===== config.mk =====
export PLATFORM = sky130hd
export DESIGN_NAME = polarity_lane_arbiter
export DESIGN_NICKNAME = d
export VERILOG_FILES = /design/src/rtl/polarity_lane_arbiter.sv
export SDC_FILE = /design/constraint.sdc
export NUM_CORES = 1
export LEC_CHECK = 0
export CAP_MARGIN = 15
export CELL_PAD_IN_SITES_DETAIL_PLACEMENT = 0
export CELL_PAD_IN_SITES_GLOBAL_PLACEMENT = 2
export CORE_MARGIN = 4
export CORE_UTILIZATION = 22
export CTS_BUF_LIST = sky130_fd_sc_hd__clkbuf_8 sky130_fd_sc_hd__clkbuf_16
export DETAILED_ROUTE_END_ITERATION = 10
export GPL_TIMING_DRIVEN = 0
export PLACE_DENSITY = 0.93
export SETUP_SLACK_MARGIN = 0.4
export SKIP_CTS_REPAIR_TIMING = 1
export SLEW_MARGIN = 0
export SYNTH_ARGS = -nofsm -noshare
export SYNTH_HDL_FRONTEND = slang
export SYNTH_SLANG_ARGS = --single-unit

===== constraint.sdc =====
create_clock -name clk -period 3.74 [get_ports clk]
set_input_delay 1.122 -clock clk [delete_from_list [all_inputs] [get_ports clk]]
set_output_delay 1.122 -clock clk [all_outputs]
set_load 0.03 [all_outputs]

===== src/rtl/polarity_lane_arbiter.sv =====
// polarity_lane_arbiter: round-robin arbiter that shares one lane array
// among NREQ requesters. Each lane is a buffer or an inverter. The winner's
// word passes through the lanes into a registered valid/ready output slot.
// Optional build macro: PLA_RUNTIME_MASK_EN. It adds the cfg_load and
// cfg_mask ports and a mask register that can be loaded while IDLE.

// Single polarity lane: fixed buffer or inverter chosen at elaboration.
module pla_lane #(
    parameter bit INVERT = 1'b0
) (
    input  logic lane_in,
    output logic lane_out
);
    generate
        if (INVERT) begin : g_inv
            assign lane_out = ~lane_in;
        end else begin : g_buf
            assign lane_out = lane_in;
        end
    endgenerate
endmodule

module polarity_lane_arbiter #(
    parameter int              NREQ        = 4,
    parameter int              WIDTH       = 4,
    parameter logic [WIDTH-1:0] INVERT_MASK = 4'b1010,
    localparam int             SRCW        = $clog2(NREQ)
) (
    input  logic                  clk,
    input  logic                  rst,
    input  logic [NREQ-1:0]       req_valid,
    input  logic [NREQ*WIDTH-1:0] req_data,
    output logic [NREQ-1:0]       req_ready,
    output logic [WIDTH-1:0]      out_data,
    output logic [SRCW-1:0]       out_src,
    output logic                  out_valid,
    input  logic                  out_ready,
    output logic                  busy
`ifdef PLA_RUNTIME_MASK_EN
    ,
    input  logic                  cfg_load,
    input  logic [WIDTH-1:0]      cfg_mask
`endif
);

    typedef enum logic {
        IDLE = 1'b0,
        HOLD = 1'b1
    } state_t;

    state_t            state_q, state_d;
    logic [SRCW-1:0]   rr_ptr_q, rr_ptr_d;
    logic [WIDTH-1:0]  out_data_q, out_data_d;
    logic [SRCW-1:0]   out_src_q, out_src_d;

    logic [SRCW-1:0]   winner;
    logic              any_valid;
    logic              can_load;
    logic              fire;
    logic [WIDTH-1:0]  sel_data;
    logic [WIDTH-1:0]  lane_out;

    // Find the first valid requester at or after rr_ptr. The search wraps from NREQ-1 to 0.
    always_comb begin
        // NOTE: every variable gets a default before any branch. A path that
        // leaves a combinational output unassigned would infer a latch.
        winner    = '0;
        any_valid = 1'b0;
        for (int k = 0; k < NREQ; k++) begin
            if (!any_valid && req_valid[(int'(rr_ptr_q) + k) % NREQ]) begin
                any_valid = 1'b1;
                winner    = SRCW'((int'(rr_ptr_q) + k) % NREQ);
            end
        end
    end

    // The slot can load when it is empty or when it is being drained this cycle. Reset blocks grants.
    assign can_load = (state_q == IDLE) || out_ready;
    assign fire     = any_valid && can_load && !rst;

    // One-hot grant to the winner, raised only when the word is actually taken.
    always_comb begin
        req_ready = '0;
        if (fire) begin
            req_ready[winner] = 1'b1;
        end
    end

    // Steer the winning requester's word into the lane array.
    always_comb begin
        sel_data = req_data[winner*WIDTH +: WIDTH];
    end

`ifdef PLA_RUNTIME_MASK_EN
    logic [WIDTH-1:0] mask_q, mask_d;

    // A mask update is accepted only while IDLE, so a stream never changes polarity partway through.
    always_comb begin
        mask_d = mask_q;
        if (cfg_load && (state_q == IDLE)) begin
            mask_d = cfg_mask;
        end
    end

    // Mask register, reset to the elaboration-time polarity.
    always_ff @(posedge clk or posedge rst) begin
        if (rst) begin
            mask_q <= INVERT_MASK;
        end else begin
            mask_q <= mask_d;
        end
    end

    for (genvar i = 0; i < WIDTH; i++) begin : g_lane
        assign lane_out[i] = sel_data[i] ^ mask_q[i];
    end
`else
    for (genvar i = 0; i < WIDTH; i++) begin : g_lane
        pla_lane #(
            .INVERT (INVERT_MASK[i])
        ) u_lane (
            .lane_in  (sel_data[i]),
            .lane_out (lane_out[i])
        );
    end
`endif

    // FSM next state, output slot load and round-robin pointer advance.
    always_comb begin
        state_d    = state_q;
        out_data_d = out_data_q;
        out_src_d  = out_src_q;
        rr_ptr_d   = rr_ptr_q;
        if (fire) begin
            out_data_d = lane_out;
            out_src_d  = winner;
            rr_ptr_d   = (winner == SRCW'(NREQ - 1)) ? '0 : winner + 1'b1;
        end
        case (state_q)
            IDLE: begin
                if (fire) begin
                    state_d = HOLD;
                end
            end
            HOLD: begin
                if (out_ready && !fire) begin
                    state_d = IDLE;
                end
            end
            default: state_d = IDLE;
        endcase
    end

    // State and output-slot registers. Reset takes effect immediately and discards any held word.
    always_ff @(posedge clk or posedge rst) begin
        if (rst) begin
            state_q    <= IDLE;
            rr_ptr_q   <= '0;
            out_data_q <= '0;
            out_src_q  <= '0;
        end else begin
            // NOTE: sequential state uses non-blocking assignments. All flops
            // then sample their pre-edge values, and the order of the
            // statements does not matter.
            state_q    <= state_d;
            rr_ptr_q   <= rr_ptr_d;
            out_data_q <= out_data_d;
            out_src_q  <= out_src_d;
        end
    end

    assign out_data  = out_data_q;
    assign out_src   = out_src_q;
    assign out_valid = (state_q == HOLD);
    assign busy      = (state_q == HOLD);

endmodule

==> summary.md <==
| Metric | Value |
|---|---|
| Outcome | `finished, final reports clean` |
| Number of cell rows | `19` |
| Largest net degree at the start of global routing | `13` |
| FF-to-FF Start | `rr_ptr_q[1]` |
| Yosys warnings | `0` |
| Worst-case hold path end point | `out_src[0]` |
| RSZ-0062 raised after global routing | `yes` |
| R2r endpoint | `out_data[0]` |
| DR iter-0 viols | `35` |
| Seq/Total Area, Yosys | `0.3390` |
| Routed Antenna Nets | `0` |
| First-pass GRT wire length | `3.436 mm` |
| P per Cell Area | `545.4 nW/um^2` |
| Htree depth | `1` |
| GRT Util Overall | `0.1102` |
| Top routing layer in use | `met4` |
| Multi-input gate area | `501.7 um^2` |
| Final instance area | `1381 um^2` |
| Setup_tns | `0 ns` |
| CP bufs+invs | `3` |
| Synth Register Bits | `9` |
| Cell variety after synth | `36` |
| Slew Viols, Final | `0` |
| Drt total wl | `2.382 mm` |
| Maximum vdd ir drop | `0.2682 mV` |
| Drt wl/cell | `14.44 um` |
| Placed cells | `140` |
| Placed Area | `1051 um^2` |
| Worst-path fanout max | `7` |
| Register-to-Register Path Depth | `6` |
| Critical path class | `in -> out` |
| CP required | `2.62 ns` |
| Vias in the first global route | `738` |
| R2r setup slk | `1.83 ns` |
| Syn_nets | `99` |
| Die X | `62.96 um` |
| Top delay family on crit path | `simple AND/OR/NAND/NOR gates` |
| Leak | `0.6183 nW` |
| Syn-to-layout area delta | `107.9%` |
| Layout Skew | `0.0007398 ns` |
| Wire length on met1 | `1.011 mm` |
| GRT overflow | `0` |
| Endpoints failing setup | `0` |
| Die height | `62.96 um` |
| CTS tree | `built` |
| Final routed DRC violation total | `0` |
| Clock Path Buffers | `2` |
| Cell Area, Synth | `664.4 um^2` |
| Clk pin slew, worst setup/hold paths | `0.04 ns` |
| Hold Crit Depth | `2` |
| HP Start | `out_src[0]` |
| Max-cap violations | `0` |
| Period utilisation layout | `0.9335` |
| Worst skew pair latency | `0.23 ns` |
| # IOs | `35` |
| Nets | `159` |
| Crit start category | `primary input` |
| Clock sink count | `9` |
| Vias | `824` |
| Util after Layout | `0.4883` |
| TritonRoute pass-1 iters | `4` |
| Hold/Removal Path Class | `reg -> reg` |
| GPL Wtd Cong | `0.7807` |
| Slew @ Worst Pin | `0.3453 ns` |
| Worst rel slew slack | `0.7668` |
| Register Area | `225.2 um^2` |
| PortBufs | `34` |
| Share of cells above drive strength 1 | `0.4179` |
| Synth Instances | `75` |
| Met3 wire length | `157 um` |
| Die area | `3963 um^2` |
| CTS root buf | `clkbuf_8` |
| Post-Layout Cell Count | `165` |
| Initial antenna violation count | `0` |
| Initial Utilization | `0.2349` |
| Post-route minimum period | `3.491 ns` |
| Critical path capture point type | `output pin` |
| Antenna diode instance count | `0` |
| CP max-delay cell | `or2_4` |
| Fmax | `0.2864 GHz` |
| Final Hold Fails | `0` |
| Layout fillers | `278` |
| CP arrival | `2.37 ns` |
| Num CTS Buffers | `3` |
| Vias per cell | `4.994` |
| Slowest Stage Delay on Critical Path | `0.27 ns` |
| Met2 Routed Length | `1.147 mm` |
| Critical-path cell list | `buf_12, mux2i_4, or2_4, nand3_4, clkinvlp_4, ha_4, and2_4, buf_6` |
| Synthesized area per cell | `8.858 um^2` |
| Core area | `2829 um^2` |
-- worst max-delay path by stage --
stage | start | end | slack (ns) | depth (start not counted)
after floorplan | rst | req_ready[1] | 0.39 | 4
after global placement | req_valid[0] | req_ready[3] | -0.74 | 8
after detailed placement | req_valid[0] | req_ready[3] | -0.75 | 8
after CTS | req_valid[0] | req_ready[3] | -0.77 | 8
after global routing | req_valid[2] | req_ready[3] | 0.21 | 8
final | req_valid[2] | req_ready[3] | 0.25 | 8
-- flip-flops by register name, summed over array words and instances, names as in the netlist --
| name | cells |
|---|---|
| out_data | 4 |
| rr_ptr_q | 2 |
| busy | 1 |
| out_src | 2 |
-- final cells by class --
cell class                 instances  share of cell area
clock buffer                       3             0.02989
clock inverter                     1            0.002717
sequential                         9              0.1630
multi-input combinational         57              0.3632
timing repair buffer              55              0.3668
buffer                             3             0.02446
inverter                           6             0.02174
tap                               31             0.02808
-- worst min-delay path, cell delays in order, from the launching register on --
cell and delay (ns):
dfrtp_1 0.34, nand2_1 0.05, o21ai_0 0.06
-- cells by family (layout without fill, tap and decap cells) --
| logic type | Yosys count | after routing | share of synthesized area |
|---|---|---|---|
| flip-flops | 9 | 9 | 0.3390 |
| adder cells (fa/ha/maj) | 1 | 1 | 0.01883 |
| AO/OA/AOI/OAI | 20 | 20 | 0.2467 |
| multiplexers | 2 | 2 | 0.03013 |
| buffers and inverters | 9 | 68 | 0.05837 |
| AND/OR/NAND/NOR | 34 | 34 | 0.3070 |
-- synth_stat cells, drive strengths merged --
cell type / count / share of area
nand2: 11 / 0.062
dfrtp: 9 / 0.34
inv: 6 / 0.034
and2: 4 / 0.038
nand3: 4 / 0.064
nor3: 4 / 0.038
a211o: 3 / 0.040
a21oi: 3 / 0.028
nand2b: 3 / 0.028
a211oi: 2 / 0.023
buf: 2 / 0.019
mux2i: 2 / 0.030
nor2: 2 / 0.011
o31ai: 2 / 0.023
o41ai: 2 / 0.026
a21bo: 1 / 0.015
a21o: 1 / 0.011
a32o: 1 / 0.015
a32oi: 1 / 0.013
and3: 1 / 0.0094
clkbuf: 1 / 0.0056
ha: 1 / 0.019
nand3b: 1 / 0.011
nand4: 1 / 0.0094
nor2b: 1 / 0.0094
o211ai: 1 / 0.011
o21ai: 1 / 0.0075
o21bai: 1 / 0.011
o221ai: 1 / 0.023
or2: 1 / 0.0094
or4: 1 / 0.017
-- stage by stage --
| stage | power, mW | setup slack [ns] | hold WS, ns |
|---|---|---|---|
| 4_1_cts | 0.6435 | -0.7717 | 0.4918 |
| 3_3_place_gp | 0.5239 | -0.7405 | 0.4732 |
| 2_1_floorplan | 0.3914 | 0.3864 | 0.5252 |
| 6_report | 0.7533 | 0.2489 | 0.4842 |
| 5_1_grt | 0.7994 | 0.2077 | 0.5288 |
| 3_5_place_dp | 0.5304 | -0.7541 | 0.4814 |
-- cell usage in the layout (no fill, tap or decap), types with 3 or more instances in the layout --
cell             count
buf_6                4
buf_4               24
a211o_1              3
nand2_1             11
dfrtp_1              9
nand3_4              3
inv_1                5
clkbuf_8             3
clkdlybuf4s50_1     26
-- power breakdown --
part / leakage, nW / internal, mW / switching, mW / total (mW)
clock: 0.0269 / 0.0712 / 0.0357 / 0.107
combinational: 0.481 / 0.234 / 0.239 / 0.472
sequential: 0.110 / 0.137 / 0.0370 / 0.174
-- layer usage --
metal,up-vias,global-route usage
li1,395,-
met1,388,0.1436
met2,35,0.1581
met3,6,0.02698
met4,0,0.07438
met5,-,0
Note: power is estimated with default switching activity, not from simulation.
==> patch (same flow settings) <==
`NREQ`: 4 -> 2.
--- a/src/rtl/polarity_lane_arbiter.sv
+++ b/src/rtl/polarity_lane_arbiter.sv
@@ -21,7 +21,7 @@
 endmodule
 
 module polarity_lane_arbiter #(
-    parameter int              NREQ        = 4,
+    parameter int              NREQ        = 2,
     parameter int              WIDTH       = 4,
     parameter logic [WIDTH-1:0] INVERT_MASK = 4'b1010,
     localparam int             SRCW        = $clog2(NREQ)
Interface: changed (resized out_src, req_data, req_ready and req_valid); port bits go from 35 to 22. The function was not compared with the original's and may differ.
==> patch against the unedited design <==
Non-clock buffer count fell by 35; register-to-register slack improved by 480 ps; wire length fell by 60%; cell area fell by 52%; synthesized area fell by 47%; count of clock-buffer cells in the layout did not move; power fell by 59%; synthesized cell count fell by 57%; first-iteration DRC count fell by 94%; worst setup slack improved by 210 ps; sequential cell count fell by 2; via count fell by 57%; highest routed layer unchanged; sequential share of layout area rose by 10 points.
==> patch: results (changes against the unedited design) <==
stage,metric,value,unit,change
critical_path,"Max FO, Critical Path",3,,was 7
route,DRT iter0 DRCs,2,,was 35
logic_synthesis,top post-synthesis cells by area,"dfrtp_1, a221o_1, a21o_2, o221ai_1, nand2_1",,"was dfrtp_1, nand2_1, a211o_1, and2_1, inv_1"
global_routing,initial antenna violation count,0,,unchanged
critical_path,CP max-delay cell,or4b_4,,was or2_4
critical_path,"delay-heaviest family, CP",simple AND/OR/NAND/NOR gates,,unchanged
cts,total number of H-tree levels,1,,unchanged
global_routing,vias in the first global route,340,,was 738
cts,clock root cell,clkbuf_8,,unchanged
power_and_ir_drop,Clk. pwr,0.000104,W,
logic_synthesis,post-synthesis cell type count,16,,was 36
power_and_ir_drop,Worst VDD drop,0.180,mV,was 0.268 mV
route,drt via density,4.76,,was 4.99
sta,slew margin rel.,78.6,%,was 76.7%
final_layout,Final #Nets,72,,was 159
logic_synthesis,Synth Area in Compound Gates,19.7,%,was 24.7%
final_layout,share of cells above drive strength 1,25.9,%,was 41.8%
power_and_ir_drop,switching pwr,0.0000963,W,was 0.000311 W
route,DRT Pass-1 Iters,2,,was 4
final_layout,number of fillers in the final layout,149,,was 278
place,global placer's final weighted congestion,0.689,,was 0.781
power_and_ir_drop,leak pwr,0.338,nW,was 0.618 nW
outcome,run status,finished clean,,unchanged
power_and_ir_drop,clock share of power,33.2,%,was 14.2%
logic_synthesis,multiplexer area fraction after synthesis,0,%,was 3.01%
critical_path,crit path DAT,2160,ps,was 2370 ps
logic_synthesis,syn_nets,45,,was 99
global_routing,largest net degree at the start of global routing,9,,was 13
cts,"Reg clk slew, reported paths",40,ps,about the same
route,DRT Wirelength,941,um,was 2.38 mm
min_path,HP Class,reg2reg,,unchanged
power_and_ir_drop,P_comb,0.000110,W,was 0.000472 W
place,Port Buffers,21,,was 34
global_routing,first-pass GRT wire length,1.44,mm,was 3.44 mm
logic_synthesis,xor and xnor area share after synthesis,0,%,unchanged
final_layout,n_diodes,0,,unchanged
critical_path,slowest cell delay on critical path,510,ps,was 270 ps
logic_synthesis,adder-cell area share of the yosys netlist,0,%,was 1.88%
logic_synthesis,fraction of the yosys area taken by sequential cells,49.3,%,was 33.9%
sta,clock skew,0.526,ps,was 0.740 ps
cts,clk_lat worst skew,220,ps,
logic_synthesis,Commonest cells post-synth,"dfrtp_1, nand2_1, inv_1",,"was nand2_1, dfrtp_1, inv_1, and2_1"
global_routing,GRT Resource Usage Total,9.56,%,was 11.0%
place,hpwl dp,733,um,
cts,worst-case clock buffer depth,2,,unchanged
## patch: cell types whose count changed after synthesis, sizes merged, moves of 4 or more
cell / before / now
nand2: 11 / 4
and2: 4 / 0
nor3: 4 / 0
nand3: 4 / 0
## patch: kinds of logic after synthesis
kind of cell / after synthesis
buffers and inverters: 4
and+or+nand+nor: 13
AOI/OAI and AO/OA: 8
DFF: 7
## patch: area by class of cell
class / count / area (um^2) / share of cell area (%)
Inverter: 3 / 15.0 / 2.28
Timing Repair Buffer: 22 / 231 / 35.2
Buffer: 1 / 7.51 / 1.14
Clock buffer: 3 / 41.3 / 6.27
Multi-Input combinational cell: 21 / 164 / 24.9
Clock inverter: 1 / 3.75 / 0.570
Tap cell: 16 / 20.0 / 3.04
Sequential cell: 7 / 175 / 26.6
## patch: routing by layer
layer / share of wire [%] / routed length [um] / vias to the layer above / track usage, %
li1: - / - / 171 / -
met2: 44 / 415 / 15 / 14.3
met5: 0 / 0 / - / 0
met4: 4.0 / 38 / 0 / 9.68
met3: 6.7 / 63 / 4 / 2.21
met1: 45 / 423 / 162 / 10.7
## patch: final timing paths
check	slack, ps	depth (start not counted)	to	from
setup / recovery	460	5	req_ready[1]	req_valid[0]
hold / removal	480	1	out_src	out_src
setup reg to reg	2310	3	out_data[0]	busy
hold reg to reg	480	1	out_src	out_src
max in group asynchronous	2570	3	out_data[0]	rst
min in group asynchronous	1050	3	out_data[3]	rst
## patch: through the flow
step	setup TNS [ps]	setup slack (ps)	cell area, um^2	utilization, %	instances
floorplan	0	650	355	-	32
global placement	-823	-425	586	38.4	69
detailed placement	-837	-421	586	38.4	69
CTS	-853	-432	631	41.4	73
global route	0	428	658	43.2	74
finish	0	458	658	43.2	74
